==> src/rtl/uart_tx_arbiter.sv <==
// Round-robin, packet-locked arbiter that shares one UART TX serializer
// among NUM_REQ byte-stream requesters. An owner keeps the serializer until
// it sends a byte flagged last, or until it stalls past HOLD_TIMEOUT cycles.
module uart_tx_arbiter #(
    parameter int unsigned NUM_REQ      = 4,
    parameter int unsigned HOLD_TIMEOUT = 2700
) (
    input  logic                   clock,
    input  logic                   n_reset,
    input  logic [NUM_REQ-1:0]     req_valid,
    input  logic [8*NUM_REQ-1:0]   req_data,
    input  logic [NUM_REQ-1:0]     req_last,
    output logic [NUM_REQ-1:0]     req_ready,
    input  logic                   tx_ready,
    output logic                   tx_start,
    output logic [7:0]             tx_data,
    output logic [2:0]             grant_id,
    output logic                   grant_valid,
    output logic                   timeout_evt
);
    localparam int unsigned ID_W   = 3;
    localparam int unsigned BYTE_W = 8;
    localparam int unsigned CNT_W  = 16;
    localparam logic [CNT_W-1:0] HOLD_LIMIT = CNT_W'(HOLD_TIMEOUT - 1);

    typedef enum logic [1:0] {
        S_IDLE    = 2'd0,
        S_SEND    = 2'd1,
        S_WAIT_TX = 2'd2,
        S_HOLD    = 2'd3
    } state_t;

    state_t              state_q, state_d;
    logic [ID_W-1:0]     grant_q, grant_d;
    logic [ID_W-1:0]     rr_q, rr_d;
    logic                gv_q, gv_d;
    logic                last_q, last_d;
    logic                first_q, first_d;
    logic [CNT_W-1:0]    cnt_q, cnt_d;
    logic                tmo_q, tmo_d;

    logic                sel_valid;
    logic                sel_last;
    logic [BYTE_W-1:0]   sel_data;
    logic [NUM_REQ-1:0]  sel_onehot;
    logic [2*NUM_REQ-1:0] valid_rot;
    logic                pick_found;
    logic [ID_W-1:0]     pick_id;
    logic [ID_W-1:0]     rr_next;
    logic                send_fire;

    // Reduce an index in 0..2*NUM_REQ-2 to 0..NUM_REQ-1.
    function automatic logic [ID_W-1:0] wrap_id(input int unsigned v);
        return (v >= NUM_REQ) ? ID_W'(v - NUM_REQ) : ID_W'(v);
    endfunction

    // View of the currently granted requester's inputs.
    always_comb begin
        sel_valid  = 1'b0;
        sel_last   = 1'b0;
        sel_data   = '0;
        sel_onehot = '0;
        for (int unsigned i = 0; i < NUM_REQ; i++) begin
            if (grant_q == ID_W'(i)) begin
                sel_valid     = req_valid[i];
                sel_last      = req_last[i];
                sel_data      = req_data[BYTE_W*i +: BYTE_W];
                sel_onehot[i] = 1'b1;
            end
        end
    end

    // Round-robin pick: first valid requester at or above rr pointer, with wrap.
    always_comb begin
        valid_rot  = {req_valid, req_valid} >> rr_q;
        pick_found = 1'b0;
        pick_id    = '0;
        for (int unsigned k = 0; k < NUM_REQ; k++) begin
            if (!pick_found && valid_rot[k]) begin
                pick_found = 1'b1;
                pick_id    = wrap_id(32'(rr_q) + k);
            end
        end
    end

    assign rr_next   = wrap_id(32'(grant_q) + 32'd1);
    assign send_fire = (state_q == S_SEND) && tx_ready && sel_valid;

    // State and datapath registers.
    always_ff @(posedge clock or negedge n_reset) begin
        if (!n_reset) begin
            state_q <= S_IDLE;
            grant_q <= '0;
            rr_q    <= '0;
            gv_q    <= 1'b0;
            last_q  <= 1'b0;
            first_q <= 1'b0;
            cnt_q   <= '0;
            tmo_q   <= 1'b0;
        end else begin
            state_q <= state_d;
            grant_q <= grant_d;
            rr_q    <= rr_d;
            gv_q    <= gv_d;
            last_q  <= last_d;
            first_q <= first_d;
            cnt_q   <= cnt_d;
            tmo_q   <= tmo_d;
        end
    end

    // Next-state and lock bookkeeping.
    always_comb begin
        state_d = state_q;
        grant_d = grant_q;
        rr_d    = rr_q;
        gv_d    = gv_q;
        last_d  = last_q;
        first_d = 1'b0;
        cnt_d   = cnt_q;
        tmo_d   = 1'b0;
        case (state_q)
            S_IDLE: begin
                if (pick_found) begin
                    grant_d = pick_id;
                    gv_d    = 1'b1;
                    state_d = S_SEND;
                end
            end
            S_SEND: begin
                if (send_fire) begin
                    last_d  = sel_last;
                    first_d = 1'b1;
                    state_d = S_WAIT_TX;
                end
            end
            S_WAIT_TX: begin
                // The serializer still shows ready in the cycle right after a
                // load, so that first cycle is skipped.
                if (!first_q && tx_ready) begin
                    if (last_q) begin
                        gv_d    = 1'b0;
                        rr_d    = rr_next;
                        state_d = S_IDLE;
                    end else if (sel_valid) begin
                        state_d = S_SEND;
                    end else begin
                        cnt_d   = '0;
                        state_d = S_HOLD;
                    end
                end
            end
            S_HOLD: begin
                if (sel_valid) begin
                    state_d = S_SEND;
                end else if (cnt_q == HOLD_LIMIT) begin
                    tmo_d   = 1'b1;
                    gv_d    = 1'b0;
                    rr_d    = rr_next;
                    state_d = S_IDLE;
                end else begin
                    cnt_d = cnt_q + CNT_W'(1);
                end
            end
            default: state_d = S_IDLE;
        endcase
    end

    // Byte hand-off decoded from registered state and the live handshake inputs.
    always_comb begin
        tx_start  = 1'b0;
        tx_data   = '0;
        req_ready = '0;
        if (send_fire) begin
            tx_start  = 1'b1;
            tx_data   = sel_data;
            req_ready = sel_onehot;
        end
    end

    assign grant_id    = grant_q;
    assign grant_valid = gv_q;
    assign timeout_evt = tmo_q;

endmodule

==> config.mk <==
export PLATFORM = sky130hd
export DESIGN_NAME = uart_tx_arbiter
export DESIGN_NICKNAME = d
export VERILOG_FILES = /design/src/rtl/uart_tx_arbiter.sv
export SDC_FILE = /design/constraint.sdc
export NUM_CORES = 1
export LEC_CHECK = 0
export ABC_AREA = 1
export CAP_MARGIN = 0
export CORE_MARGIN = 2
export CORE_UTILIZATION = 48
export DETAILED_ROUTE_END_ITERATION = 16
export GPL_TIMING_DRIVEN = 0
export PLACE_DENSITY = 0.79
export SETUP_SLACK_MARGIN = 0.5
export SLEW_MARGIN = 20
export SYNTH_ARGS = -nofsm -noshare
export SYNTH_HDL_FRONTEND = slang
export SYNTH_SLANG_ARGS = --single-unit
==> constraint.sdc <==
create_clock -name clock -period 2.33 [get_ports clock]
set_clock_uncertainty 0.15 [all_clocks]
set_input_delay 0.466 -clock clock [delete_from_list [all_inputs] [get_ports clock]]
set_output_delay 0.466 -clock clock [all_outputs]
set_load 0.02 [all_outputs]
==> Word-level counts from Yosys, hierarchy flattened <==
Cells that the tools add are included.
{ "word_totals": {"rom_bits": 0, "inputBits": 43, "wordCells": 122, "ram_bits": 0, "latch_bits": 0, "register_bits": 28, "n_memories": 0} }
{ "classes": {"div": 0, "multipliers": 0, "n_bitwise": 0, "addsub": 10, "muxes": 61, "eq_ne": 17, "n_shift": 1, "n_lt_le_gt_ge": 5, "n_reduce_logical": 20} }
{ "ops": {"columns": ["cell", "n"], "rows": [
  ["16-bit two-way mux", 5],
  ["8-bit two-way mux", 5],
  ["3-bit two-way mux", 13],
  ["16-bit case mux with 2 select lines", 1],
  ["1-bit two-way mux", 26],
  ["2-bit != test (second input constant)", 9],
  ["16-bit by 1-bit adder with 16-bit output (second input constant)", 1],
  ["16-bit by 12-bit == test with 1-bit output (second input constant)", 1],
  ["4-bit by 3-bit >= comparator with 1-bit output (second input constant)", 4],
  ["3-bit subtractor (second input constant)", 5],
  ["2-bit two-way mux", 7],
  ["6-bit AND reduction", 2],
  ["3-bit by 1-bit adder with 4-bit output (second input constant)", 2],
  ["3-bit by 2-bit adder with 4-bit output (second input constant)", 2],
  ["2-bit case mux with 4 select lines", 1],
  ["8-bit by 3-bit >> shifter with 4-bit output", 1],
  ["3-bit by 2-bit == test with 1-bit output (second input constant)", 2],
  ["1-bit logical AND", 6],
  ["3-bit case mux with 2 select lines", 1],
  ["5-bit AND reduction", 1],
  ["2-bit == test (second input constant)", 2],
  ["1-bit logical NOT", 4],
  ["4-bit two-way mux", 1],
  ["2-bit AND reduction", 2],
  ["10 further kinds", 10]
]} }

==> Depth between registers and ports, before layout <==
{ "logic_depth": {"ltp_word": 13, "ltp_mapped": 15} }

==> Worst setup path before layout <==
Ideal clock, no wire load.
{ "synth_path": {"kind": "register -> output", "startpoint": "register grant_q[0], in the netlist grant_id[0]", "endpoint": "output port tx_data[1]", "setup_slack_ns": -0.411, "t_required_ns": 1.714, "arrival_ns": 2.125, "path_buffers": 1, "stages_incl_launch_ff": 11, "cell_sequence": "dfrtp_1 ha_1 ha_1 clkinv_1 nand2_1 inv_1 nand2_2 nand2_4 nand2_4 buf_6 a311oi_1"} }
{ "synth_via": {"elab_chain_cells": 7, "elab_cells_between_ends": 14, "cone_classes": "eq/ne: 3; mux: 9; reduce/logical: 2"} }
{ "synth_rtl": {"columns": ["item", "line_no", "source"], "rows": [
  ["from (decl)", "34", "logic [ID_W-1:0] grant_q, grant_d;"],
  ["from (signal assigned)", "102", "grant_q <= grant_d;"],
  ["3-bit logical NOT", "64", "if (grant_q == ID_W'(i)) begin"],
  ["1-bit two-way mux (4 in a row)", "64", null],
  ["1-bit logical AND", "87", "assign send_fire = (state_q == S_SEND) && tx_ready && sel_valid;"],
  ["8-bit two-way mux *", "174", "if (send_fire) begin"],
  ["to (decl)", "16", "output logic [7:0] tx_data,"]
]} }
Every way passes the cells marked *; elsewhere a longest branch is shown, timed or not.

==> Worst setup path after layout <==
{ "layout_path": {"startpoint": "register grant_q[0], in the netlist grant_id[0]", "endpoint": "output port tx_data[6]"} }
The elaborated chain is that of the path after synthesis.

==> run_results.csv <==
group,metric,value,unit
place,dpl.cell_count,458,
sta,setup_tns,-4.927,ns
setup_path,reg2reg_from,"grant_id[0]$_DFFE_PN0P_",
floorplanning,fp.dieArea,0.005402,sq mm
place,hpwl,4.707,mm
synth,ys_types,33,
synth,syn_nets,394,
flow_run,maxCapViolations,0,
sta,tightest_slew,0.6406,ns
setup_path,end_kind,"output port",
synth,ys_top_cells_by_area,"dfrtp_1 (30%), nand2_1 (17%), inv_1 (6.8%)",
place,placed_area,0.003179,sq mm
clock_tree,clock-root-buffer,"clkbuf_8",
cells_and_area,drive_above_1_share,26.74,%
worst_hold_path,hp-class,"in2async",
sta,drv_slew,0,
outcome,outcome,"finished, violations left",
sta,min_period,2.752,ns
synth,synth_ff_type,"dfrtp_1",
floorplanning,start_util,49.41,%
sta,timing.hold.ws,0.03761,ns
setup_path,crit_type,"reg2out",
clock_tree,clk_pin_slew_worst_paths,0.11,ns
sta,relSlewSlack,57.30,%
floorplanning,num_io_pins,61,
floorplanning,die_x,73.50,um
power_and_ir_drop,power.density,1065,mW/mm^2
clock_tree,cts_max_level,1,
synth,syn_area,0.002318,sq mm
place,io_buffer_count,60,
synth,synth_seq_cells,28,
route,routed_wl,6.708,mm
sta,setup_viol,24,
setup_path,r2r_cells,17,
synth,ys_seq_area_share,30.22,%
route,vias,2546,
cells_and_area,stdcell_count,484,
sta,hold_viol_final,0,
synth,netlist_instances,344,
setup_path,worstPathArrival,2.14,ns
synth,postSynth.asyncResetShare,100.0,%
route,drc,0,
setup_path,crit_chain,"ha_2 -> ha_4 -> clkinv_4 -> nand2_1 -> inv_1 -> nand2_2 -> nand2_4 -> nand2_8 -> buf_16 -> a311oi_4 -> buf_6",
global_route,grt_usage,24.76,%
cells_and_area,fill_cells,330,
sta,rsz0062_at_grt,"true",
synth,synth_edf_count,0,
power_and_ir_drop,ir_drop,750.4,uV
route,drtAntennaViolNets,0,
global_route,grt_first_pass_wirelength,10.74,mm
floorplanning,die_h,73.50,um
cells_and_area,final_nets,481,
cells_and_area,antenna_cells,0,
clock_tree,clock_path_buffers,2,
cells_and_area,design_area,0.003573,sq mm
cells_and_area,area_delta_synth_final,54.13,%
clock_tree,clkSinkCount,28,
place,place_congestion,0.8910,
setup_path,startpoint_type,"flop",
floorplanning,design.core.area,0.004692,sq mm
sta,setup_slack,-0.4223,ns
global_route,grt_max_degree,29,
synth,synth_top_area_share,30.22,%
clock_tree,cts_tree,"done",
synth,synth_most_common_cell,"nand2_1",
synth,synthTopCellsByCount,"nand2_1 (104), inv_1 (42), nor2_1 (38)",
synth,ys.warnings.count,0,
power_and_ir_drop,leakage,1.629,nW
floorplanning,rows,25,
global_route,overflow,0,
setup_path,critPathMaxFanout,6,
place,pre_cts_slack,-0.9843,ns
route,post_drt_via_cell_ratio,5.260,
setup_path,r2r_end,"cnt_q[6]$_DFFE_PN0P_",
sta,fmax,0.3633,GHz
sta,fin_crit_sh,118.1,%
synth,yosys.area.top_type,"dfrtp_1",
clock_tree,insertion_delay,0.28,ns
setup_path,critPathMaxStageDelay,0.48,ns
outcome,violations,"setup timing",
setup_path,slowest_stage,"dfrtp_2",
route,drt_iter0_drc,124,
clock_tree,numCtsBuffers,3,
route,wl_per_cell,13.86,um
setup_path,critical_path_required,1.71,ns
setup_path,r2r_setup_slack,-0.03,ns
synth,syn_avg_cell_area,6.740,sq um
global_route,grt_pass1_vias,2396,
route,firstDrtPassIters,4,
global_route,antenna_found_initial,0,
-- report_power, final --
group / switching [mW] / leakage [nW] / internal, mW
sequential: 0.118 / 0.369 / 0.584
combinational: 1.58 / 1.22 / 1.13
clock: 0.165 / 0.0357 / 0.230
total: 1.86 / 1.63 / 1.95
-- worst max path at each step --
stage	start	endpoint	slack, ns
2_1_floorplan	grant_id[0]$_DFFE_PN0P_	tx_data[1]	-0.14
3_5_place_dp	req_valid[0]	tx_data[2]	-0.98
3_3_place_gp	req_valid[0]	tx_data[2]	-0.96
6_report	grant_id[0]$_DFFE_PN0P_	tx_data[6]	-0.42
5_1_grt	grant_id[0]$_DFFE_PN0P_	tx_data[4]	-0.52
4_1_cts	grant_id[0]$_DFFE_PN0P_	tx_data[6]	-0.38
-- layout make-up --
cell class | count | area, sq um | share of cell area [%]
multi-input combinational | 262 | 1687 | 47.20
timing repair buffer | 82 | 784.5 | 21.95
sequential | 28 | 704.4 | 19.71
inverter | 46 | 180.2 | 5.042
buffer | 8 | 78.83 | 2.206
tap | 54 | 67.56 | 1.891
clock buffer | 3 | 41.29 | 1.155
clock inverter | 1 | 30.03 | 0.8403
-- worst max-delay path, delay by kind of cell (launching register included) --
family                   cells  cell delay, ns
buffers and inverters        4            0.45
AO/OA/AOI/OAI                1            0.21
adder cells (fa/ha/maj)      2            0.39
flip-flops                   1            0.48
AND/OR/NAND/NOR              4            0.30
-- layout by cell type, fill, tap and decap left out, types with 3 or more instances in the layout --
cell type         n
dlygate4sd2_1     6
nand2_2          12
buf_4            20
nand2_4           4
buf_6            16
o21ai_2           7
nand2_1          92
xor2_1            9
o211ai_1          9
nor2_1           37
ha_4              3
clkbuf_2          4
clkbuf_8          3
o21ai_1          12
dfrtp_2           3
o21ai_0           5
dfrtp_1          25
inv_1            36
a311oi_4          6
nor3_1            5
nand4_1           9
nand3_1          23
inv_2             8
nor2_4            4
clkdlybuf4s50_1  38
-- per-layer routing --
layer	up-vias	GRT usage [%]	wire length, um
met5	-	0	0
met1	1178	29.37	2679
met2	62	48.31	3726
met4	0	3.838	57
met3	7	2.332	245
li1	1299	-	-
-- sequential cells by signal, indices dropped and copies added (netlist names) --
register and count:
state_q 2, grant_id 3, first_q 1, last_q 1, cnt_q 16, rr_q 3
grant_valid 1, timeout_evt 1
-- cell families (layout without fill, tap and decap cells) --
kind of cell    Yosys count  in the layout  synth area share [%]
buf+inv                  54            140                 10.09
compound gates           48             48                 14.30
simple gates            197            197                 37.83
fa+ha+maj                 7              7                 3.777
xor+xnor                 10             10                 3.778
flops                    28             28                 30.22
-- what timing repair did --
item / in CTS / in global routing
setup buffers: 14 / 5
setup endpoints to repair: 45 / 43
pin swaps: 10 / 8
gates cloned: 3 / 0
hold buffers: 0 / 0
gates resized for setup: 102 / 29
-- through the flow --
step | total power [mW] | utilization, %
finish | 3.807 | 76.16
global placement | 2.770 | 67.87
CTS | 3.564 | 73.65
detailed placement | 2.801 | 67.76
global route | 4.096 | 76.16
floorplan | 2.272 | -
(Power assumes the default switching activity.)
